`config.mk`:
```
export PLATFORM = sky130hd
export DESIGN_NAME = fb_write_arbiter_flat
export DESIGN_NICKNAME = d
export VERILOG_FILES = /design/src/rtl/fb_arb_pkg.sv /design/src/rtl/fb_write_arbiter_if.sv /design/src/rtl/fb_write_arbiter_rr_priority_sel.sv /design/src/rtl/fb_write_arbiter.sv /design/src/flat_wrapper.sv
export SDC_FILE = /design/constraint.sdc
export NUM_CORES = 1
export LEC_CHECK = 0
export ABC_AREA = 1
export CORE_MARGIN = 8
export CORE_UTILIZATION = 35
export DETAILED_ROUTE_END_ITERATION = 10
export PLACE_DENSITY = 0.86
export SETUP_SLACK_MARGIN = 0.1
export SYNTH_ARGS = -nofsm -noshare
export SYNTH_HDL_FRONTEND = slang
export SYNTH_SLANG_ARGS = --single-unit
```
`constraint.sdc`:
```
create_clock -name clk_i -period 7.6 [get_ports clk_i]
set_clock_uncertainty 0.1 [all_clocks]
set_input_delay 1.52 -clock clk_i [delete_from_list [all_inputs] [get_ports clk_i]]
set_output_delay 1.52 -clock clk_i [all_outputs]
set_load 0.03 [all_outputs]
```
`src/rtl/fb_arb_pkg.sv`:
```
// Shared types and the round-robin pick function for the framebuffer write arbiter.
// rr_pick works on a fixed 8-wide vector so any NREQ in 2..8 can use it zero-extended.
package fb_arb_pkg;

   typedef enum logic [0:0] {IDLE = 1'b0, LOCK = 1'b1} arb_state_t;

   localparam int NREQ_MAX       = 8;
   localparam int MAX_BURST_DFLT = 16;
   localparam int BEAT_CNT_BITS  = $clog2(MAX_BURST_DFLT) + 1;

   // Search last+1, last+2, ... modulo n and return the first valid one-hot.
   function automatic logic [NREQ_MAX-1:0] rr_pick(input logic [NREQ_MAX-1:0] valid,
                                                   input logic [2:0]          last,
                                                   input int                  n);
      logic [NREQ_MAX-1:0] oh;
      int idx;
      oh = '0;
      for (int k = 1; k <= NREQ_MAX; k++) begin
         idx = int'(last) + k;
         if (idx >= n) idx = idx - n;
         if (k <= n && oh == '0 && valid[idx[2:0]]) oh[idx[2:0]] = 1'b1;
      end
      return oh;
   endfunction

endpackage

```
`src/rtl/fb_write_arbiter_if.sv`:
```
// Requester-side beat bus and framebuffer write port of the arbiter.
// master = requesters/pixel sink side, slave = the arbiter itself.
interface fb_write_arbiter_if #(
   parameter int NREQ         = 4,
   parameter int FB_ADDR_BITS = 20,
   parameter int DATA_W       = 24
);
   logic [NREQ-1:0]                   req_valid_i;
   logic [NREQ-1:0][FB_ADDR_BITS-1:0] req_addr_i;
   logic [NREQ-1:0][DATA_W-1:0]       req_data_i;
   logic [NREQ-1:0]                   req_last_i;
   logic [NREQ-1:0]                   req_ready_o;
   logic [FB_ADDR_BITS-1:0]           pxl_addr_o;
   logic [DATA_W-1:0]                 pxl_data_o;
   logic                              pxl_en_o;

   modport master (
      output req_valid_i, req_addr_i, req_data_i, req_last_i,
      input  req_ready_o, pxl_addr_o, pxl_data_o, pxl_en_o
   );

   modport slave (
      input  req_valid_i, req_addr_i, req_data_i, req_last_i,
      output req_ready_o, pxl_addr_o, pxl_data_o, pxl_en_o
   );
endinterface

```
`src/rtl/fb_write_arbiter_rr_priority_sel.sv`:
```
// Combinational rotate-then-priority select: first valid requester after the last owner,
// as one-hot, as an index, and an any-valid flag.
module rr_priority_sel
   import fb_arb_pkg::*;
#(
   parameter int NREQ  = 4,
   parameter int IDX_W = $clog2(NREQ)
) (
   input  logic [NREQ-1:0]  i_valid,
   input  logic [IDX_W-1:0] i_last,
   output logic [NREQ-1:0]  o_onehot,
   output logic [IDX_W-1:0] o_idx,
   output logic             o_any
);

   logic [NREQ_MAX-1:0] w_oh;

   assign w_oh     = rr_pick(NREQ_MAX'(i_valid), 3'(i_last), NREQ);
   assign o_onehot = w_oh[NREQ-1:0];
   assign o_any    = |w_oh;

   always_comb begin
      o_idx = '0;
      for (int i = 0; i < NREQ_MAX; i++) begin
         if (w_oh[i]) o_idx = IDX_W'(i);
      end
   end

endmodule

```
`src/rtl/fb_write_arbiter.sv`:
```
// Round-robin, burst-locking arbiter sharing the framebuffer write port among NREQ writers.
// Out-of-range beats are accepted but never written, and raise a sticky error flag.
module fb_write_arbiter
   import fb_arb_pkg::*;
#(
   parameter int NREQ         = 4,
   parameter int FB_PIXELS    = 921600,
   parameter int FB_ADDR_BITS = 20,
   parameter int DATA_W       = 24,
   parameter int MAX_BURST    = 16
) (
   input  logic            clk_i,
   input  logic            rst_n_i,
   input  logic            enable_i,
   fb_write_arbiter_if.slave bus,
   output logic [NREQ-1:0] grant_o,
   output logic            busy_o,
   output logic            err_o
);

   localparam int IDX_W  = $clog2(NREQ);
   localparam int CNT_REQ = $clog2(MAX_BURST) + 1;
   localparam int CNT_W  = (CNT_REQ > BEAT_CNT_BITS) ? CNT_REQ : BEAT_CNT_BITS;
   localparam logic [0:0] ST_IDLE = IDLE;
   localparam logic [0:0] ST_LOCK = LOCK;
   localparam logic [FB_ADDR_BITS:0] PIX_LIM = (FB_ADDR_BITS+1)'(FB_PIXELS);
   localparam logic [CNT_W-1:0]      CNT_MAX = CNT_W'(MAX_BURST);

   logic [0:0]              r_state;
   logic [NREQ-1:0]         r_grant;
   logic [IDX_W-1:0]        r_owner;
   logic [IDX_W-1:0]        r_last;
   logic [CNT_W-1:0]        r_cnt;
   logic                    r_pxl_en_p1;
   logic [FB_ADDR_BITS-1:0] r_pxl_addr_p1;
   logic [DATA_W-1:0]       r_pxl_data_p1;
   logic                    r_err;

   logic [NREQ-1:0]         w_sel_oh;
   logic [IDX_W-1:0]        w_sel_idx;
   logic                    w_any;
   logic                    w_own_valid;
   logic                    w_own_last;
   logic [FB_ADDR_BITS-1:0] w_own_addr;
   logic [DATA_W-1:0]       w_own_data;
   logic                    w_xfer;
   logic                    w_in_range;
   logic [CNT_W-1:0]        w_cnt_nxt;
   logic                    w_release;

   rr_priority_sel #(.NREQ(NREQ), .IDX_W(IDX_W)) u_sel (
      .i_valid  (bus.req_valid_i),
      .i_last   (r_last),
      .o_onehot (w_sel_oh),
      .o_idx    (w_sel_idx),
      .o_any    (w_any)
   );

   // p0: owner's beat and handshake, combinational from state/owner/enable
   assign w_own_valid = bus.req_valid_i[r_owner];
   assign w_own_last  = bus.req_last_i[r_owner];
   assign w_own_addr  = bus.req_addr_i[r_owner];
   assign w_own_data  = bus.req_data_i[r_owner];

   assign bus.req_ready_o = (r_state == ST_LOCK && enable_i) ? r_grant : '0;
   assign w_xfer      = (r_state == ST_LOCK) && enable_i && w_own_valid;
   assign w_cnt_nxt   = r_cnt + CNT_W'(1);
   // No transfer (owner idle or gate closed) also releases, so a stalled owner never starves others.
   assign w_release   = !w_xfer || w_own_last || (w_cnt_nxt == CNT_MAX);
   assign w_in_range  = {1'b0, w_own_addr} < PIX_LIM;

   always_ff @(posedge clk_i) begin
      if (!rst_n_i) begin
         r_state <= ST_IDLE;
         r_grant <= '0;
         r_owner <= '0;
         r_last  <= IDX_W'(NREQ - 1);
         r_cnt   <= '0;
      end else if (r_state == ST_IDLE) begin
         if (enable_i && w_any) begin
            r_state <= ST_LOCK;
            r_grant <= w_sel_oh;
            r_owner <= w_sel_idx;
            r_cnt   <= '0;
         end
      end else begin
         if (w_xfer) r_cnt <= w_cnt_nxt;
         if (w_release) begin
            r_state <= ST_IDLE;
            r_last  <= r_owner;
            r_grant <= '0;
         end
      end
   end

   // p1: registered write port
   always_ff @(posedge clk_i) begin
      if (!rst_n_i) begin
         r_pxl_en_p1   <= 1'b0;
         r_pxl_addr_p1 <= '0;
         r_pxl_data_p1 <= '0;
         r_err         <= 1'b0;
      end else begin
         r_pxl_en_p1 <= w_xfer && w_in_range;
         if (w_xfer && w_in_range) begin
            r_pxl_addr_p1 <= w_own_addr;
            r_pxl_data_p1 <= w_own_data;
         end
         if (w_xfer && !w_in_range) r_err <= 1'b1;
      end
   end

   assign bus.pxl_en_o   = r_pxl_en_p1;
   assign bus.pxl_addr_o = r_pxl_addr_p1;
   assign bus.pxl_data_o = r_pxl_data_p1;
   assign grant_o        = r_grant;
   assign busy_o         = (r_state == ST_LOCK);
   assign err_o          = r_err;

endmodule
```
`src/flat_wrapper.sv`:
```
// flat-port wrapper written by rule: the top's interface ports become plain ports
module fb_write_arbiter_flat import fb_arb_pkg::*;
#(
   parameter int NREQ         = 4,
   parameter int FB_PIXELS    = 921600,
   parameter int FB_ADDR_BITS = 20,
   parameter int DATA_W       = 24,
   parameter int MAX_BURST    = 16
)
  (clk_i, rst_n_i, enable_i, grant_o, busy_o, err_o, bus_req_valid_i, bus_req_addr_i, bus_req_data_i, bus_req_last_i, bus_req_ready_o, bus_pxl_addr_o, bus_pxl_data_o, bus_pxl_en_o);
  fb_write_arbiter_if #(.NREQ(NREQ), .FB_ADDR_BITS(FB_ADDR_BITS), .DATA_W(DATA_W)) bus_i ();
  input  logic clk_i;
  input  logic rst_n_i;
  input  logic enable_i;
  output logic [NREQ-1:0] grant_o;
  output logic busy_o;
  output logic err_o;
  input wire logic [$bits(bus_i.req_valid_i)-1:0] bus_req_valid_i;
  input wire logic [$bits(bus_i.req_addr_i)-1:0] bus_req_addr_i;
  input wire logic [$bits(bus_i.req_data_i)-1:0] bus_req_data_i;
  input wire logic [$bits(bus_i.req_last_i)-1:0] bus_req_last_i;
  output wire logic [$bits(bus_i.req_ready_o)-1:0] bus_req_ready_o;
  output wire logic [$bits(bus_i.pxl_addr_o)-1:0] bus_pxl_addr_o;
  output wire logic [$bits(bus_i.pxl_data_o)-1:0] bus_pxl_data_o;
  output wire logic [$bits(bus_i.pxl_en_o)-1:0] bus_pxl_en_o;
  assign bus_i.req_valid_i = bus_req_valid_i;
  assign bus_i.req_addr_i = bus_req_addr_i;
  assign bus_i.req_data_i = bus_req_data_i;
  assign bus_i.req_last_i = bus_req_last_i;
  assign bus_req_ready_o = bus_i.req_ready_o;
  assign bus_pxl_addr_o = bus_i.pxl_addr_o;
  assign bus_pxl_data_o = bus_i.pxl_data_o;
  assign bus_pxl_en_o = bus_i.pxl_en_o;
  fb_write_arbiter #(.NREQ(NREQ), .FB_PIXELS(FB_PIXELS), .FB_ADDR_BITS(FB_ADDR_BITS), .DATA_W(DATA_W), .MAX_BURST(MAX_BURST)) u_core (.clk_i(clk_i), .rst_n_i(rst_n_i), .enable_i(enable_i), .bus(bus_i), .grant_o(grant_o), .busy_o(busy_o), .err_o(err_o));
endmodule
```
# Yosys cells after proc, flatten, opt, wreduce, memory -nomap -nowiden
# Index checks and enable logic that the tools add are counted.
# Widths: inputs -> output; s select.
[op_classes]
n_lt_le_gt_ge = 14
muxes = 49
add_sub_neg = 9
eq_ne = 3
bitwise = 4
n_reduce_logical = 25
[ops]
columns = ["operator", "n"]
rows = [
  ["$bmux 24 s2", 1],
  ["$bmux 20 s2", 1],
  ["$ge 32x4->1 const B", 1],
  ["$mux 8", 4],
  ["$logic_not 8->1", 3],
  ["$mux 24", 1],
  ["$or 8x8->8", 3],
  ["$lt 20x20->1 const B", 1],
  ["$mux 20", 1],
  ["$lt 3x4->1 const B", 4],
  ["$mux 4", 4],
  ["$mux 5", 3],
  ["$mux 1", 14],
  ["$bmux 1 s3", 4],
  ["$demux 1 s3", 4],
  ["$ge 3x1->1 const B", 4],
  ["$logic_and 1x1->1", 12],
  ["$mux 2", 6],
  ["$mux 3", 4],
  ["$sub 3x3->3 const B", 4],
  ["$reduce_and 2->1", 4],
  ["$reduce_or 8->1", 1],
  ["$add 2x2->3 const B", 2],
  ["$ge 3x3->1 const B", 2],
  ["other kinds (12)", 16],
]
[word_totals]
inputBits = 187
word_cells = 113
register_bits = 60
out_inout_bits = 55

# Depth between registers and ports, before layout
[logic_depth]
word_depth = 24
depth_mapped = 21
ltp_nobuf = 21

# By module
# From an unflattened synthesis, not the netlist that was laid out.
[hier_totals]
cells_unflattened = 739
area_unflattened_um2 = 4515.6
[modules_own_cells]
columns = ["module", "seq_area_each_um2", "cells_each", "n_inst", "area_each_um2"]
rows = [
  ["fb_write_arbiter", 1201.2, 645, 1, 3947.5],
  ["rr_priority_sel", 0.0, 94, 1, 568.0],
]

# Worst setup path after synthesis
# Ideal clock, no wire load.
[synth_path]
path_type = "input port to output port"
start = "input enable_i"
end = "output bus_req_ready_o[0]"
required_ps = 5980
arrival_ps = 2053
slack_ps = 3927
path_stages = 2
n_path_buf = 0
path_cell_list = "nand2_1 -> nor2_1"
[synth_between]
elab_chain_len = 2
[synth_rtl]
columns = ["element", "line", "text"]
rows = [
  ["start: declaration", "flat_wrapper.sv:14", "input logic enable_i;"],
  ["$logic_and 1x1->1", "fb_write_arbiter.sv:65", "assign bus.req_ready_o = (r_state == ST_LOCK && enable_i) ? r_grant : '0;"],
  ["$mux 4", "fb_write_arbiter.sv:65", ""],
  ["end: declaration", "flat_wrapper.sv:22", "output wire logic [$bits(bus_i.req_ready_o)-1:0] bus_req_ready_o;"],
]
# Every way passes these cells.

# Final worst setup path
[layout_path]
start = "input enable_i"
end = "output bus_req_ready_o[1]"
# The elaborated chain is that of the path after synthesis.

==> summary.md <==
| Metric | Value |
|---|---|
| Core Region | `~0.011 sq mm` |
| Share of layout cells above drive strength 1 | `5.99%` |
| Unrepaired setup endpoints after global routing | `false` |
| DRC | `0` |
| TritonCTS Sinks | `60` |
| Worst setup SP type | `primary input` |
| Io pins | `242` |
| Die W | `123 um` |
| Global-route wire length before repair | `roughly 25,000 um` |
| Gr usage total | `roughly 21%` |
| Layout filler cell count | `1,064` |
| Reg-to-reg critical path endpoint | `u_core.bus.pxl_data_o[19]` |
| Crit. End Element | `output pin` |
| Top delay family on crit path | `buffers and inverters` |
| Post-synthesis sequential area ratio | `30.2%` |
| Ant diodes | `0` |
| Worst setup path class | `in -> out` |
| Combinational family with the most area after synthesis | `simple AND/OR/NAND/NOR gates` |
| Sw power | `between 800 and 900 uW` |
| Largest net degree at the start of global routing | `94` |
| DRT iter0 DRCs | `around 330` |
| Worst-skew pair later-pin latency | `310 ps` |
| Final Hold Viols | `0` |
| Final worst path period need | `4600 ps` |
| Crit path cell chain | `clkdlybuf4s50_1 > nand2_1 > nor2_1 > clkdlybuf4s50_1` |
| Share of power burned in registers | `23.8%` |
| Vias in the first global route | `5,020` |
| Clk pwr share | `20.9%` |
| Initial antenna violation count | `0` |
| Worst Hold End | `u_core.bus.pxl_addr_o[17]` |
| Clock buffer depth | `2` |
| PortBufs | `241` |
| Gpl congestion | `between 0.8 and 0.9` |
| Via density per instance | `4.99` |
| CTS buffer count | `9` |
| H-Tree Depth | `3` |
| Mux share of post-synthesis cell area | `0%` |
| Post-synthesis cell type count | `31` |
| Worst-Margin Slew | `around 1000 ps` |
| Compound-cell area share of the yosys netlist | `29.0%` |
| Final #Nets | `1,044` |
| CP max-delay cell | `clkdlybuf4s50_1` |
| Post-Syn Instances | `around 640` |
| MaxCap Viol Count | `0` |
| Critical path data required time | `5980 ps` |
| Synth Flop Type | `dfxtp_1` |
| Simple-Gate Fraction of Synth Area | `29.4%` |
| Static Leakage | `~2.6 nW` |
| Most common cell after layout, fill and taps aside | `clkdlybuf4s50_1` |
| Combinational power share | `55.3%` |
| Syn nets | `roughly 840` |
| Status | `finished clean` |
| Area growth syn-to-layout | `68.3%` |
| Maximum fanout along the worst path | `5` |
| PwrDens | `277 mW/mm^2` |
| Setup bufs post-CTS | `0` |
| Relative slew slack | `30.3%` |
| Post-Syn Area | `around 0.0040 sq mm` |
| Most used cell, CP | `clkdlybuf4s50_1` |
| DR pass1 iterations | `5` |
| Buf/Inv on CP | `2` |
| Post-Route WL | `15,700 um` |
| Fmax achieved | `218 MHz` |
| Sw Share | `between 40% and 50%` |
| CTS tree | `yes` |
| Worst stage delay on the critical path | `680 ps` |
| Die area | `0.0150 sq mm` |
| Final Util | `roughly 60%` |
| Post-synth ARST share | `0%` |
| Reg2Reg Depth | `12` |
| Worst VDD drop | `0.196 mV` |
| Reg clk slew, reported paths | `50 ps` |
| Worst min path class | `reg -> reg` |
| Grt total ovfl | `0` |
| HP Start | `u_core.bus.pxl_addr_o[17]` |
| Final Slew Violations | `0` |
| Setup slack, reg-to-reg | `3340 ps` |
| Worst hold path depth | `2` |
| Via count | `between 4,000 and 5,000` |
| Synth Register Bits | `60` |
| Fraction of the mapped netlist area in adder cells | `2.83%` |
| Wire length per cell | `15.8 um` |
| Setup-failing EPs final | `0` |
| CTS root buffer | `clkbuf_16` |
| XOR/XNOR Fraction of Synth Area | `0.441%` |
| Int Power | `1.03 mW` |
| Antenna Nets Post-Route | `0` |
| Arr. time, crit path | `between 2000 and 3000 ps` |
| Final worst-path cycle share | `60.5%` |
| Yosys warns | `0` |
| Most frequent cells in the layout | `clkdlybuf4s50_1 (240), nor2_1 (169), o21ai_0 (85)` |
| Post-DP HPWL | `11,800 um` |
| Number of synthesized flops with an enable pin | `0` |
| Post_cts resized | `0` |
| Reg2reg start | `u_core.r_owner[0]` |
| Initial Utilization | `roughly 35%` |
| Die height | `123 um` |
| Post-CTS Hold Buffers | `0` |
| Setup TNS | `0 ps` |
| Cell Rows | `39` |
| Avg Cell Area, Syn | `a little over 6 sq um` |
kinds of logic (layout without fill, tap and decap cells):
group	count (synthesis)	count (layout)
AO/OA/AOI/OAI	207	207
XOR/XNOR	2	2
adder cells (fa/ha/maj)	9	9
buffers and inverters	81	294
flip-flops	60	60
AND/OR/NAND/NOR	280	280
power groups by stage:
stage	combinational, mW	clock, mW	sequential (mW)
after floorplan	0.650	0	0.511
after global placement	1.01	0	0.442
after detailed placement	1.02	0	0.445
after CTS	1.03	0.394	0.440
after global routing	1.15	0.410	0.448
final	1.02	0.387	0.440
registers in the layout, summed over array words and instances (netlist names):
register	cells
u_core.r_owner	2
u_core.bus.pxl_data_o	24
u_core.err_o	1
u_core.busy_o	1
u_core.r_cnt	5
u_core.bus.pxl_addr_o	20
u_core.grant_o	4
u_core.bus.pxl_en_o	1
u_core.r_last	2
through the flow:
step | power (mW) | area (sq um) | hold slack [ps] | worst slack (ps) | std cells
global placement | 1.45 | 6390 | 359 | 3010 | 980
detailed placement | 1.47 | 6390 | 365 | 2990 | 980
finish | 1.85 | 6680 | 374 | 3000 | 995
floorplan | 1.16 | 3970 | 354 | 3930 | 639
CTS | 1.86 | 6680 | 378 | 2990 | 995
global route | 2.01 | 6680 | 420 | 2830 | 995
area by class of cell:
class,count,area [sq um],area share [%]
flip-flops and latches,60,1200,18.0
repair buffers,244,2430,36.4
multi-input cells,498,2450,36.7
well taps,143,179,2.68
clock buffers,14,284,4.25
clock inverters,1,5.00,0.0749
inverters,35,131,1.97
how the worst max path moves through the flow:
| stage | startpoint | endpoint | cells past startpoint | slack [ps] |
|---|---|---|---|---|
| after global placement | enable_i | bus_req_ready_o[0] | 4 | 3010 |
| after global routing | u_core.r_owner[0] | u_core.bus.pxl_data_o[19] | 11 | 2830 |
| after floorplan | enable_i | bus_req_ready_o[0] | 2 | 3930 |
| after CTS | enable_i | bus_req_ready_o[0] | 4 | 2990 |
| final | enable_i | bus_req_ready_o[1] | 4 | 3000 |
| after detailed placement | enable_i | bus_req_ready_o[0] | 4 | 2990 |
metal layers:
metal  GRT usage, %  vias to the layer above  share of wire, %
li1               -                     2579                 -
met1           21.7                     2214                39
met2           35.9                      164                49
met3           9.52                       12                11
met4           6.32                        0               1.2
met5              0                        -                 0
Yosys cell counts, types with 2 or more instances:
cell type / number / share of area [%]
inv_1: 26 / 2.5
a21oi_1: 27 / 3.4
clkbuf_1: 37 / 3.5
o21ai_1: 40 / 5.0
nand3_2: 3 / 0.76
ha_1: 9 / 2.8
nand2_1: 65 / 6.1
inv_2: 9 / 0.85
nand3_1: 22 / 2.8
nor2_2: 6 / 0.94
dfxtp_1: 60 / 30
a21boi_1: 2 / 0.38
xor2_1: 2 / 0.44
o22ai_1: 2 / 0.31
o21ai_0: 85 / 11
a31oi_1: 36 / 5.7
nor2_1: 169 / 16
nand2_2: 6 / 0.94
o211ai_1: 3 / 0.57
a32o_1: 7 / 1.8
buf_1: 8 / 0.76
nor2_4: 2 / 0.57
nand4_1: 5 / 0.79
worst register-to-register path, cell delays in order, from the launching register on:
cell and delay, ps:
dfxtp_2 310, buf_4 630, inv_2 560, buf_4 420, nand2_1 140, a32o_1 190
nand4_1 120, o211ai_1 230, nand2_1 130, inv_2 450, buf_4 530, o21ai_1 150
a31oi_1 210
Power figures use the tool's default switching activity.
